<file path="config.mk">
export PLATFORM = sky130hd
export DESIGN_NAME = pipe_stall_ctrl_flat
export DESIGN_NICKNAME = d
export VERILOG_FILES = /design/src/rtl/pipe_stall_ctrl_if.sv /design/src/rtl/pipe_stall_ctrl.sv /design/src/flat_wrapper.sv
export SDC_FILE = /design/constraint.sdc
export NUM_CORES = 1
export LEC_CHECK = 0
export BUFFER_PORTS_ARGS = -buffer_cell sky130_fd_sc_hd__buf_2
export CAP_MARGIN = 20
export CORE_MARGIN = 1
export CORE_UTILIZATION = 25
export CTS_BUF_LIST = sky130_fd_sc_hd__clkbuf_8
export DETAILED_ROUTE_END_ITERATION = 7
export PLACE_DENSITY_LB_ADDON = 0.1
export RECOVER_POWER = 25
export SYNTH_ARGS = -nofsm -noshare
export SYNTH_HDL_FRONTEND = slang
export SYNTH_SLANG_ARGS = --single-unit
</file>
<file path="constraint.sdc">
create_clock -name clk -period 2.3 [get_ports clk]
set_input_delay 0.115 -clock clk [delete_from_list [all_inputs] [get_ports clk]]
set_output_delay 0.115 -clock clk [all_outputs]
set_load 0.03 [all_outputs]
</file>
<file path="src/rtl/pipe_stall_ctrl_if.sv">
// Sequencing bundle between the pipeline datapath (master) and the stall controller (slave).
interface pipe_stall_ctrl_if #(
  parameter int unsigned CNT_W  = 5,
  parameter int unsigned PERF_W = 32
);
  logic              stallreq_id;
  logic              ex_mc_start;
  logic [CNT_W-1:0]  ex_mc_cycles;
  logic              flush;
  logic [5:0]        stall;
  logic              mc_busy;
  logic              mc_done;
  logic [PERF_W-1:0] stall_cycles;

  modport master (
    output stallreq_id, ex_mc_start, ex_mc_cycles, flush,
    input  stall, mc_busy, mc_done, stall_cycles
  );

  modport slave (
    input  stallreq_id, ex_mc_start, ex_mc_cycles, flush,
    output stall, mc_busy, mc_done, stall_cycles
  );
endinterface

</file>
<file path="src/rtl/pipe_stall_ctrl.sv">
// Stall vector generation for the 5-stage core, multi-cycle EX timer, flush abort
// and a saturating stall-cycle counter.
module pipe_stall_ctrl #(
  parameter int unsigned CNT_W  = 5,
  parameter int unsigned PERF_W = 32
) (
  input  logic             clk,
  input  logic             rst,
  pipe_stall_ctrl_if.slave bus
);

  typedef enum logic [1:0] {IDLE, BUSY, DONE} state_t;

  localparam logic [5:0] STALL_EX = 6'b001111;
  localparam logic [5:0] STALL_ID = 6'b000111;

  state_t            state;
  logic [CNT_W-1:0]  cnt;
  logic              mc_busy;
  logic              mc_done;
  logic [PERF_W-1:0] stall_cycles;
  logic [5:0]        stall;
  logic              mc_long;

  // Ops of latency 0 or 1 finish without ever holding the front of the pipe.
  assign mc_long = (bus.ex_mc_cycles >= CNT_W'(2));

  // Stall vector, highest-priority source first.
  always_comb begin
    stall = 6'b000000;
    if (bus.flush) begin
      stall = 6'b000000;
    end else if (state == BUSY) begin
      stall = STALL_EX;
    end else if ((state == IDLE) && bus.ex_mc_start && mc_long) begin
      stall = STALL_EX;
    end else if (bus.stallreq_id) begin
      stall = STALL_ID;
    end
  end

  // Timer FSM with registered status flags and the performance counter.
  always_ff @(posedge clk) begin
    if (rst) begin
      state        <= IDLE;
      cnt          <= '0;
      mc_busy      <= 1'b0;
      mc_done      <= 1'b0;
      stall_cycles <= '0;
    end else begin
      if (stall[0] && (stall_cycles != {PERF_W{1'b1}})) begin
        stall_cycles <= stall_cycles + PERF_W'(1);
      end

      if (bus.flush) begin
        state   <= IDLE;
        cnt     <= '0;
        mc_busy <= 1'b0;
        mc_done <= 1'b0;
      end else begin
        case (state)
          IDLE: begin
            if (bus.ex_mc_start) begin
              if (!mc_long) begin
                state   <= DONE;
                mc_done <= 1'b1;
              end else begin
                state   <= BUSY;
                cnt     <= bus.ex_mc_cycles - CNT_W'(2);
                mc_busy <= 1'b1;
              end
            end
          end
          BUSY: begin
            if (cnt != '0) begin
              cnt <= cnt - CNT_W'(1);
            end else begin
              state   <= DONE;
              mc_busy <= 1'b0;
              mc_done <= 1'b1;
            end
          end
          DONE: begin
            // The op leaves EX at this edge; a still-high start is the same op.
            state   <= IDLE;
            mc_done <= 1'b0;
          end
          default: begin
            state   <= IDLE;
            cnt     <= '0;
            mc_busy <= 1'b0;
            mc_done <= 1'b0;
          end
        endcase
      end
    end
  end

  assign bus.stall        = stall;
  assign bus.mc_busy      = mc_busy;
  assign bus.mc_done      = mc_done;
  assign bus.stall_cycles = stall_cycles;

endmodule

</file>
<file path="src/flat_wrapper.sv">
// flat-port wrapper written by rule: the top's interface ports become plain ports
module pipe_stall_ctrl_flat 
#(
  parameter int unsigned CNT_W  = 5,
  parameter int unsigned PERF_W = 32
)
  (clk, rst, bus_stallreq_id, bus_ex_mc_start, bus_ex_mc_cycles, bus_flush, bus_stall, bus_mc_busy, bus_mc_done, bus_stall_cycles);
  pipe_stall_ctrl_if #(.CNT_W(CNT_W), .PERF_W(PERF_W)) bus_i ();
  input  logic clk;
  input  logic rst;
  input wire logic [$bits(bus_i.stallreq_id)-1:0] bus_stallreq_id;
  input wire logic [$bits(bus_i.ex_mc_start)-1:0] bus_ex_mc_start;
  input wire logic [$bits(bus_i.ex_mc_cycles)-1:0] bus_ex_mc_cycles;
  input wire logic [$bits(bus_i.flush)-1:0] bus_flush;
  output wire logic [$bits(bus_i.stall)-1:0] bus_stall;
  output wire logic [$bits(bus_i.mc_busy)-1:0] bus_mc_busy;
  output wire logic [$bits(bus_i.mc_done)-1:0] bus_mc_done;
  output wire logic [$bits(bus_i.stall_cycles)-1:0] bus_stall_cycles;
  assign bus_i.stallreq_id = bus_stallreq_id;
  assign bus_i.ex_mc_start = bus_ex_mc_start;
  assign bus_i.ex_mc_cycles = bus_ex_mc_cycles;
  assign bus_i.flush = bus_flush;
  assign bus_stall = bus_i.stall;
  assign bus_mc_busy = bus_i.mc_busy;
  assign bus_mc_done = bus_i.mc_done;
  assign bus_stall_cycles = bus_i.stall_cycles;
  pipe_stall_ctrl #(.CNT_W(CNT_W), .PERF_W(PERF_W)) u_core (.clk(clk), .rst(rst), .bus(bus_i));
endmodule
</file>
==> reports/metrics.yaml <==
synth_top_area_frac: 0.3478
peakVddDrop_uv: 225.5
routabilityCongestion: 0.7667
stdcell_area_um2: 2880
fin_crit_ns: 2.111
min_period_over_period: 0.9177
hold_viol: 0
dr_total_vias: 2393
cts_tree: "done"
hold_buffers: 0
io_pins: 50
dp_hpwl_mm: 4.866
fp-row-count: 35
fin_cells: 462
drt_iter0_markers: 84
fp.dieArea_um2: 9832
path_cells: "nand4_2 > or2_1 > or4_1 > or3_1 > a21oi_1"
total_power_mw: 1.417
ys_seq_area_frac: 0.3478
ys_ff_latch: 41
synth_edf_count: 0
syn_avg_cell_area_um2: 8.026
antenna_found_initial: 0
cts_buffer_depth: 2
grt_max_degree: 33
final_core_util: 0.3132
cts_htree_levels: 2
worstPathArrival_ns: 2.34
async_flop_share: 0
synth.most_common_cell: "dfxtp_1"
synthCells: 294
slew_headroom: 0.5741
wire_per_inst_um: 14.57
cp.required_ns: 2.53
grt_first_pass_wirelength_mm: 10.85
setup_tns_ns: 0
cp_slowest_cell: "or4_1"
max_freq_ghz: 0.4738
synth_common_cells: "dfxtp_1 (41), a21oi_1 (32), o21ai_0 (24)"
detail-route-antenna-nets: 0
n_fill_cell: 1019
numClockSinks: 41
firstDrtPassIters: 4
grt_pass1_vias: 2128
die-height_um: 99.16
dp_cells: 452
nets: 364
post_dp_cell_area_um2: 2791
path_max_fanout: 6
end_kind: "flop"
yosysTopAreaCell: "dfxtp_1"
start_util: 0.2566
cts_inserted_buffers: 5
overflow: 0
power.density_nw_per_um2: 492.1
clk_latency_ns: 0.30
synth.distinct_cells: 48
startpoint_type: "flop"
areaGrowthSynthToFinish_pct: 22.06
grt_usage: 0.1397
worstMarginPinSlew_ns: 0.6389
vias_per_cell: 5.180
synth_area_um2: 2360
drive_gt1_frac: 0.2080
fp.dieW_um: 99.16
cap_violations: 0
path_clk_slew_ns: 0.09
cpPeakStageDelay_ns: 0.57
finClkSkew_ns: 0.01098
wirelength_mm: 6.731
core_area_um2: 9196
crit_type: "flop to flop"
n_antenna_cell: 0
slew_violations: 0
yosysWarnings: 0
synth.area.top_cells: "dfxtp_1 (35%), a21oi_1 (6.8%), o21ai_0 (5.1%), or3_1 (5.0%), o31ai_1 (4.1%)"
finalSetupViolCount: 0
drc: 0
rsz0062_at_grt: "false"
cts_root_buf: "clkbuf_8"
status: "completed"
p_leak_nw: 1.007
port_buffers: 47
hold_path.class: "primary input to flop"
ys.flop_type: "dfxtp_1"
sequential cells by signal (all words and copies together), names as in the netlist:
signal	flops
u_core.bus.stall_cycles	32
u_core.cnt	5
u_core.state	2
u_core.bus.mc_busy	1
u_core.bus.mc_done	1
power breakdown:
group / switching [mW] / internal (mW) / leakage (nW)
combinational: 0.124 / 0.0706 / 0.627
sequential: 0.00915 / 0.720 / 0.331
clock: 0.260 / 0.234 / 0.0485
total: 0.392 / 1.02 / 1.01
path summary, 6_finish.rpt:
check	from	end	slack [ns]	depth (start not counted)
worst max register to register	u_core.bus.stall_cycles[3]$_SDFFE_PP0P_	u_core.bus.stall_cycles[30]$_SDFFE_PP0P_	0.19	5
worst min-delay path	bus_flush	u_core.cnt[1]$_SDFFE_PP0P_	0.11	2
worst min register to register	u_core.bus.mc_done$_SDFFE_PP0P_	u_core.bus.mc_done$_SDFFE_PP0P_	0.45	2
worst max-delay path	u_core.bus.stall_cycles[3]$_SDFFE_PP0P_	u_core.bus.stall_cycles[30]$_SDFFE_PP0P_	0.19	5
final cells by class:
class	instances	area, µm²	share of cell area
multi-input combinational	224	1416	0.4917
clock inverter	1	3.754	0.001303
sequential	41	820.8	0.2850
inverter	9	33.78	0.01173
timing repair buffer	70	384.1	0.1334
clock buffer	6	82.58	0.02867
tap	111	138.9	0.04822
per-stage QoR:
stage | setup WS, ns | hold slack (ns)
floorplan | 0.06618 | 0.1943
global placement | 0.1881 | 0.4122
detailed placement | 0.1712 | 0.4111
CTS | 0.1463 | 0.09880
global route | 0.003566 | 0.1100
finish | 0.1892 | 0.1122
worst max-delay path, delay by kind of cell (launching register included):
family	cells	cell delay [ns]
AO/OA/AOI/OAI	1	0.15
flip-flops	1	0.43
AND/OR/NAND/NOR	4	1.48
cell usage in the layout, fill, tap and decap left out, drive strengths merged, types with 14 or more instances in the layout:
master / netlist / layout
a21oi: 32 / 32
o21ai: 25 / 25
nor2: 16 / 16
dfxtp: 41 / 41
nand3: 14 / 14
clkbuf: 11 / 25
o31ai: 14 / 14
or3: 19 / 19
buf: 10 / 51
routing by layer:
layer | wire [µm] | GRT usage
met1 | 3462 | 0.1918
met2 | 2961 | 0.2195
met3 | 219 | 0.03022
met4 | 87 | 0.04299
met5 | 0 | 0
timing repair:
action | in CTS | in global routing
endpoints found under the setup margin | 0 | 2
setup buffers | 0 | 3
resized for setup | 0 | 1
endpoints found under the hold margin | 0 | 0
kinds of logic after synthesis:
family | count (synthesis) | synth area share
and+or+nand+nor | 116 | 0.2837
AOI/OAI and AO/OA | 94 | 0.2545
DFF | 41 | 0.3478
buffers and inverters | 30 | 0.05779
muxes | 6 | 0.02757
adders and majority gates | 3 | 0.01591
xor gates and xnor gates | 3 | 0.01114
other | 1 | 0.001589
Note: power is estimated with default switching activity, not from simulation.
